==> config.mk <==
export PLATFORM = sky130hd
export DESIGN_NAME = lru_age_tracker
export DESIGN_NICKNAME = d
export VERILOG_FILES = /design/src/rtl/lru_age_tracker_pkg.sv /design/src/rtl/lru_victim_sel.sv /design/src/rtl/lru_age_tracker.sv
export SDC_FILE = /design/constraint.sdc
export NUM_CORES = 1
export LEC_CHECK = 0
export ABC_CLOCK_PERIOD_IN_PS = 7300
export CORE_UTILIZATION = 60
export CTS_CLUSTER_DIAMETER = 150
export DETAILED_ROUTE_END_ITERATION = 6
export GPL_TIMING_DRIVEN = 0
export PLACE_DENSITY = 0.8
export SLEW_MARGIN = 25
export SYNTH_ARGS = -nofsm -noshare
export SYNTH_HDL_FRONTEND = slang
export SYNTH_SLANG_ARGS = --single-unit
==> constraint.sdc <==
create_clock -name clk -period 7.3 [get_ports clk]
set_input_delay 1.825 -clock clk [delete_from_list [all_inputs] [get_ports clk]]
set_output_delay 1.825 -clock clk [all_outputs]
set_load 0.01 [all_outputs]
==> src/rtl/lru_age_tracker_pkg.sv <==
// Shared sizing helpers, reset ages and default geometry for the
// true-LRU age tracker.
package lru_pkg;

    localparam int DEF_WAYS = 4;
    localparam int DEF_SETS = 8;

    function automatic int way_w(input int ways);
        return $clog2(ways);
    endfunction

    function automatic int set_w(input int sets);
        return (sets > 1) ? $clog2(sets) : 1;
    endfunction

    localparam int DEF_WAY_W = way_w(DEF_WAYS);
    localparam int DEF_SET_W = set_w(DEF_SETS);

    typedef logic [DEF_WAYS-1:0][DEF_WAY_W-1:0] age_vec_t;

    // Way i starts at age i, so way WAYS-1 is the first LRU victim.
    function automatic int reset_age(input int way);
        return way;
    endfunction

endpackage

==> src/rtl/lru_victim_sel.sv <==
// Combinational victim picker: lowest free way first, else the oldest
// unpinned way; flags the case where every way is pinned.
module lru_victim_sel
    import lru_pkg::*;
#(
    parameter int  WAYS  = DEF_WAYS,
    localparam int WAY_W = way_w(WAYS)
) (
    input  logic [WAYS-1:0][WAY_W-1:0] age,
    input  logic [WAYS-1:0]            valid_mask,
    input  logic [WAYS-1:0]            pin_mask,
    output logic [WAY_W-1:0]           way,
    output logic                       none
);

    logic [WAYS-1:0]  free;
    logic             found;
    logic             have;
    logic [WAY_W-1:0] best_age;

    always_comb begin
        free     = ~valid_mask & ~pin_mask;
        none     = &pin_mask;
        way      = '0;
        found    = 1'b0;
        have     = 1'b0;
        best_age = '0;
        for (int i = 0; i < WAYS; i++) begin
            if (free[i] && !found) begin
                way   = WAY_W'(i);
                found = 1'b1;
            end
        end
        // Ages are a permutation, so the strict compare never ties.
        if (!found) begin
            for (int i = 0; i < WAYS; i++) begin
                if (!pin_mask[i] && (!have || age[i] > best_age)) begin
                    way      = WAY_W'(i);
                    best_age = age[i];
                    have     = 1'b1;
                end
            end
        end
    end

endmodule

==> src/rtl/lru_age_tracker.sv <==
// Per-set true-LRU age vectors with touch update and a registered
// victim query that reads state before any same-cycle update.
module lru_age_tracker
    import lru_pkg::*;
#(
    parameter int  WAYS  = DEF_WAYS,
    parameter int  SETS  = DEF_SETS,
    localparam int WAY_W = way_w(WAYS),
    localparam int SET_W = set_w(SETS)
) (
    input  logic             clk,
    input  logic             rst,
    input  logic             flush_en,
    input  logic             touch_en,
    input  logic [SET_W-1:0] touch_set,
    input  logic [WAY_W-1:0] touch_way,
    input  logic             qry_en,
    input  logic [SET_W-1:0] qry_set,
    input  logic [WAYS-1:0]  qry_valid_mask,
    input  logic [WAYS-1:0]  qry_pin_mask,
    output logic             vic_valid,
    output logic [WAY_W-1:0] vic_way,
    output logic             vic_none
);

    typedef logic [WAYS-1:0][WAY_W-1:0] ages_t;

    ages_t            ages [SETS];
    ages_t            rst_vec;
    ages_t            touch_cur;
    ages_t            touch_nxt;
    logic [WAY_W-1:0] sel_way;
    logic             sel_none;

    always_comb begin
        for (int i = 0; i < WAYS; i++) begin
            rst_vec[i] = WAY_W'(reset_age(i));
        end
    end

    // Ways younger than the touched way age by one; it becomes MRU.
    always_comb begin
        touch_cur = ages[touch_set];
        touch_nxt = touch_cur;
        for (int i = 0; i < WAYS; i++) begin
            if (WAY_W'(i) == touch_way) begin
                touch_nxt[i] = '0;
            end else if (touch_cur[i] < touch_cur[touch_way]) begin
                touch_nxt[i] = touch_cur[i] + WAY_W'(1);
            end
        end
    end

    lru_victim_sel #(
        .WAYS(WAYS)
    ) u_sel (
        .age       (ages[qry_set]),
        .valid_mask(qry_valid_mask),
        .pin_mask  (qry_pin_mask),
        .way       (sel_way),
        .none      (sel_none)
    );

    always_ff @(posedge clk) begin
        if (!rst) begin
            for (int s = 0; s < SETS; s++) begin
                ages[s] <= rst_vec;
            end
            vic_valid <= 1'b0;
            vic_way   <= '0;
            vic_none  <= 1'b0;
        end else begin
            vic_valid <= qry_en;
            if (qry_en) begin
                vic_way  <= sel_way;
                vic_none <= sel_none;
            end
            if (flush_en) begin
                for (int s = 0; s < SETS; s++) begin
                    ages[s] <= rst_vec;
                end
            end else if (touch_en) begin
                ages[touch_set] <= touch_nxt;
            end
        end
    end

endmodule

==> results of run 1 <==
## metrics by stage
stage / area (um^2) / utilization (%) / hold WS (ns)
3_5_place_dp: 4590 / 67.1 / 0.468
5_1_grt: 4780 / 69.9 / 0.494
6_report: 4780 / 69.9 / 0.478
4_1_cts: 4780 / 69.9 / 0.480
2_1_floorplan: 4260 / - / 0.494
3_3_place_gp: 4590 / 67.1 / 0.463
## layer usage
| layer | vias up | wire length, um |
|---|---|---|
| li1 | 1494 | - |
| met1 | 1634 | 4390 |
| met2 | 188 | 5630 |
| met3 | 44 | 981 |
| met4 | 0 | 527 |
| met5 | - | 0 |
## state kept, by name, summed over array words and instances (netlist names)
signal	cells
vic_none	1
ages	64
vic_valid	1
vic_way	2
## worst register-to-register path, cell delays in order, from the launching register on
cell and delay [ns]:
edfxtp_1 0.43, mux4_2 0.49, mux2i_1 0.37, ha_1 0.32
or2_2 0.29, maj3_1 0.39, and2_1 0.19, o31ai_1 0.20
ha_1 0.26, nand2_1 0.06, o21ai_0 0.10, a21oi_1 0.34
mux2i_1 0.26, ha_1 0.27, nor2b_1 0.13, o21ai_0 0.24
a21oi_1 0.13, o311ai_0 0.39, a21boi_0 0.14
## kinds of logic (layout without fill, tap and decap cells)
family                   count (synthesis)  in the layout  synth area share (%)
flip-flops                              68             68                  47.0
XOR/XNOR                                 4              4                 0.823
AND/OR/NAND/NOR                        105            105                  12.7
buffers and inverters                   29             66                  3.26
adder cells (fa/ha/maj)                 10             10                  2.88
AO/OA/AOI/OAI                           96             96                  14.8
multiplexers                            51             51                  18.4
## worst min path at each step
| stage | cells past startpoint | start | endpoint | slack [ns] |
|---|---|---|---|---|
| after floorplan | 2 | vic_way[1] | vic_way[1] | 0.49 |
| after global placement | 2 | vic_way[1] | vic_way[1] | 0.46 |
| after detailed placement | 2 | vic_way[1] | vic_way[1] | 0.47 |
| after CTS | 2 | vic_way[1] | vic_way[1] | 0.48 |
| after global routing | 2 | vic_way[1] | vic_way[1] | 0.49 |
| final | 2 | vic_way[1] | vic_way[1] | 0.48 |
## area by class of cell
class / count / area share (%)
repair buffers: 21 / 4.40
plain buffers: 16 / 1.89
flip-flops and latches: 68 / 41.9
inverters: 13 / 1.02
multi-input cells: 266 / 44.3
clock buffers: 10 / 2.67
well taps: 96 / 2.51
clock inverters: 6 / 1.36
## cell usage after synthesis, types with 3 or more instances
library cell and count:
nand2b_1 4, edfxtp_1 64, o21ai_1 9, o22ai_1 5
ha_1 9, nand3_1 6, or2_2 4, nand2_1 30
clkbuf_1 6, a211oi_1 10, inv_1 13, a21oi_1 13
nor2_1 20, nor2b_1 8, mux4_2 20, mux2i_1 13
and2_1 3, o21ai_0 31, o221ai_1 5, nor3_1 18
nor4_2 3, dfxtp_1 4, mux2_2 16, buf_2 6
## power by group through the flow
stage	clock network [mW]	registers, mW	logic [mW]
2_1_floorplan	0	0.449	0.119
3_3_place_gp	0	0.450	0.168
3_5_place_dp	0	0.451	0.173
4_1_cts	0.306	0.443	0.173
5_1_grt	0.320	0.444	0.190
6_report	0.308	0.443	0.177
==> results.toml, run 1 <==
[setup_path]
cp-start-kind = "input pin"
worst_setup_path_end_kind = "flip-flop"
cp-startpoint = "qry_set[1]"
endpoint = "vic_way[1]"
r2r_cells = 18
cp_slowest_cell = "clkbuf_1"
crit_cells = 21
crit_family = "compound AO/OA/AOI/OAI gates"
worstSetupPathType = "input pin to flip-flop"
required_ns = 7.53
slowest_delay_ns = 0.67
r2r-start = "ages[2][2]"
crit_buf_inv = 2
path_max_fanout = 10
worstPathCellList = "clkbuf_1, clkbuf_1, mux4_2, mux2i_1, nor2_1, ha_1, or2_2, maj3_1, and2_1, o31ai_1, ha_1, nand2_1, o21ai_0, a21oi_1, mux2i_1, ha_1, nor2b_1, o21ai_0, a21oi_1, o311ai_0, a21boi_0"
crit_top_cell = "ha_1"
reg2reg_slack_ns = 2.21
cp.arrival_ns = 7.18
r2r_end = "vic_way[1]"

[timing]
fmax_mhz = 144
min_period_over_period_pct = 95.2
min_period_ns = 6.95
tightest_slew_ns = 0.814
drv_slew = 0
rsz0062_at_grt = "false"
setup_viol = 0
final_hold_viol_count = 0
finalSetupTns_ns = 0
fin_ws_ns = 0.350
relSlewSlack_pct = 45.7
skew_ns = 0.0147

[route]
firstDrtPassIters = 6
drt_wl_total_um = 11500
drc = 0
viasPerCell = 6.77
antenna_left = 0
drt_iter0_drc = 468
via_count = 3360
routedWlPerCell_um = 23.2

[finish]
nets = 425
multi_input_area_um2 = 2110
seqCellArea_um2 = 2000
antenna_cells = 0
final_cells = 496
final_cell_mix = "edfxtp_1, o21ai_0, nand2_1"
fill_cells = 519
syn_to_final_growth_pct = 12.3
drive_gt1_share_pct = 17.8
final_common_cell = "edfxtp_1"

[global_route]
grt_max_degree = 13
grt-busiest-layer = "met2"
met2_usage_pct = 55.5
grt_pass1_wl_um = 17600
met3_usage_pct = 5.62
grt_pass1_vias = 3313
grt_antenna_before_repair = 0
met1_usage_pct = 42.2
grt_usage_pct = 33.4
gr-total-overflow = 0

[synthesis]
ys_seq_elements = 68
yosys_warnings = 0
async_reset_ff_share_pct = 0
synth_area_per_cell_um2 = 11.7
synth_area_leaders = "edfxtp_1, mux4_2, mux2_2"
synth-edff-count = 64
synth.distinct_cells = 57
synth_area_um2 = 4260
yosys.area.top_type = "edfxtp_1"
synth_nets = 393
yosysSeqAreaShare_pct = 47.0
yosys.area.top_type_share_pct = 45.2
synthCells = 363
synth_top_flop_cell = "edfxtp_1"

[floorplan]
pin_count = 25
rows = 30
die_area_um2 = 7430
core_um2 = 6830
initial_core_util_pct = 62.3
fp.dieH_um = 86.2
die-width_um = 86.2

[pwr]
leakage_nw = 1.57
netSwitchingFraction_pct = 28.7
pwr-share-comb_pct = 19.0
intPower_mw = 0.662
power.switching_mw = 0.266
clkPwrFrac_pct = 33.2
ir_drop_v = 0.000132
power_mw = 0.928
seqPwrFrac_pct = 47.7
power.density_nw_per_um2 = 194

[clock_tree]
cts_buffers = 9
insertion_delay_ns = 0.36
cts_max_level = 3
cts_resized = 0
cts_root_buf = "clkbuf_8"
cts_hold_buf = 0
cts_tree = "done"
clock_path_buffers = 2
clock_sinks = 68
cts_setup_buffers = 0
path_clk_slew_ns = 0.08

[place]
post-place-cells = 480
hpwl_um = 8380
dp_slack_ns = -0.00580
port_buffers = 21
routabilityCongestion = 1.02

[min_path]
min_path_type = "flip-flop to flip-flop"

[outcome]
outcome = "complete, no violations"

[flow_run]
cap_violations = 0
No activity file was read; power rests on OpenSTA's default activity.
==> inputs of run 2 (changes only) <==
Settings changed: CTS_CLUSTER_SIZE set to 12, SYNTH_HIERARCHICAL set to 1.
==> results.toml, run 2 <==
[outcome]
outcome = "complete, no violations"

[synthesis]
yosys_warnings = 6
synth_area_leaders = "edfxtp_1, mux4_2, mux2i_1"
yosys.area.top_type = "edfxtp_1"
synth_area_um2 = 4270
synth_nets = 396
synth.distinct_cells = 54
async_reset_ff_share_pct = 0
synth_most_common_cell = "edfxtp_1"
yosysSeqAreaShare_pct = 46.9
synth_top_flop_cell = "edfxtp_1"
synth-edff-count = 64
synth_common_cells = "edfxtp_1, nand2_1, nor2_1"
ys_seq_elements = 68
synthCells = 365
yosys.area.top_type_share_pct = 45.0
synth_area_per_cell_um2 = 11.7

[clock_tree]
cts_max_level = 3
cts_buffers = 9
cts_setup_buffers = 0
cts_tree = "done"
cts_resized = 0
cts_root_buf = "clkbuf_8"
path_clk_slew_ns = 0.08
clock_sinks = 68
insertion_delay_ns = 0.34
cts_hold_buf = 0
clock_path_buffers = 2

[setup_path]
worst_setup_path_end_kind = "flip-flop"
reg2reg_slack_ns = 2.65
path_max_fanout = 10
worstSetupPathType = "input pin to flip-flop"
required_ns = 7.58
cp.arrival_ns = 6.99
cp-start-kind = "input pin"

[pwr]
leakage_nw = 1.64
ir_drop_v = 0.000114
power.density_nw_per_um2 = 193

[floorplan]
die-width_um = 86.4
core_um2 = 6830
fp.dieH_um = 86.4
rows = 30
initial_core_util_pct = 62.5
pin_count = 25
die_area_um2 = 7460

[place]
port_buffers = 19
dp_slack_ns = 0.218
post-place-cells = 480
hpwl_um = 7870
routabilityCongestion = 0.900

[finish]
reg.largest.list = "ages (64), vic_way (2)"
fin_util_pct = 70.0
nets = 426
final_cell_mix = "edfxtp_1, nand2_1, nor2_1"
regMostFlops = "ages"
syn_to_final_growth_pct = 12.0
largest_reg_flops = 64
antenna_cells = 0
final_common_cell = "edfxtp_1"
fill_cells = 503
drive_gt1_share_pct = 17.8
final_cells = 496

[min_path]
min_path_type = "flip-flop to flip-flop"

[route]
drc = 0
via_count = 3294
firstDrtPassIters = 6
routedWlPerCell_um = 20.9
viasPerCell = 6.64
drt_iter0_drc = 325
antenna_left = 0
drt_wl_total_um = 10400

[timing]
fin_ws_ns = 0.594
drv_slew = 0
tightest_slew_ns = 0.827
min_period_ns = 6.71
finalSetupTns_ns = 0
skew_ns = 0.0110
final_hold_viol_count = 0
fmax_mhz = 149
rsz0062_at_grt = "false"
relSlewSlack_pct = 44.9
setup_viol = 0
min_period_over_period_pct = 91.9
whs_ns = 0.520

[global_route]
grt_antenna_before_repair = 0
grt_pass1_wl_um = 15900
grt_pass1_vias = 3163
grt_max_degree = 13
gr-total-overflow = 0
grt_usage_pct = 29.2

[flow_run]
cap_violations = 0
[run 2: cell count changes after synthesis, moves of 5 or more]
cell / previous run / this run
nor2_1: 20 / 27
o221ai_1: 5 / 0
nand2_1: 30 / 37
a21oi_1: 13 / 4
nor4_1: 1 / 8
o21ai_1: 9 / 2
o21ai_0: 31 / 26
mux2i_1: 13 / 20
a211oi_1: 10 / 0
[run 2: worst paths after layout]
| kind | start | end | depth (start not counted) |
|---|---|---|---|
| max | qry_set[0] | vic_way[1] | 21 |
| min | vic_none | vic_none | 2 |
| min reg2reg | vic_none | vic_none | 2 |
| max reg2reg | ages[7][0] | vic_way[1] | 19 |
[run 2: critical path, cell delays in order]
cell	delay (ns)
clkbuf_1	0.41
buf_2	0.46
mux4_2	0.59
mux2_2	0.28
nand2_1	0.08
inv_1	0.05
ha_1	0.29
a32o_1	0.30
o32a_1	0.32
ha_1	0.29
nor2b_1	0.14
o21ai_1	0.22
o21ai_1	0.15
mux2_2	0.30
ha_1	0.29
nor2b_1	0.13
a2bb2oi_1	0.24
o21bai_1	0.09
a311oi_1	0.27
mux2i_1	0.12
nor2b_1	0.12
[run 2: per-stage QoR]
| step | power (mW) | cell area, um^2 |
|---|---|---|
| floorplan | 0.565 | 4270 |
| global placement | 0.611 | 4580 |
| detailed placement | 0.617 | 4580 |
| CTS | 0.920 | 4780 |
| global route | 0.951 | 4780 |
| finish | 0.924 | 4780 |
[run 2: layout make-up]
| cell class | count | area, um^2 | area share (%) |
|---|---|---|---|
| plain buffers | 18 | 100 | 2.09 |
| clock buffers | 10 | 138 | 2.88 |
| clock inverters | 6 | 63.8 | 1.33 |
| inverters | 15 | 56.3 | 1.18 |
| multi-input cells | 264 | 2110 | 44.2 |
| flip-flops and latches | 68 | 2000 | 41.8 |
| well taps | 96 | 120 | 2.51 |
| repair buffers | 19 | 190 | 3.97 |
[run 2: logic make-up after synthesis]
logic type      Yosys count  synth area share, %
compound gates           55                 8.52
xor+xnor                  3                0.615
fa+ha+maj                10                 2.93
buf+inv                  33                 3.66
flops                    68                 46.9
mux                      60                 21.6
simple gates            136                 15.8
[run 2: power breakdown]
part | leakage, nW | switching, mW | total, mW | internal [mW]
clock | 0.0983 | 0.145 | 0.311 | 0.166
combinational | 0.917 | 0.103 | 0.169 | 0.0666
sequential | 0.629 | 0.00609 | 0.443 | 0.437
total | 1.64 | 0.254 | 0.924 | 0.670
[run 2: layer usage]
| metal | routed length, um | track usage [%] | vias to the layer above | part of all wire (%) |
|---|---|---|---|---|
| met2 | 5090 | 49.1 | 201 | 49 |
| met3 | 1020 | 5.90 | 29 | 9.9 |
| li1 | - | - | 1463 | - |
| met4 | 227 | 12.0 | 0 | 2.2 |
| met5 | 0 | 0 | - | 0 |
| met1 | 4020 | 37.1 | 1601 | 39 |
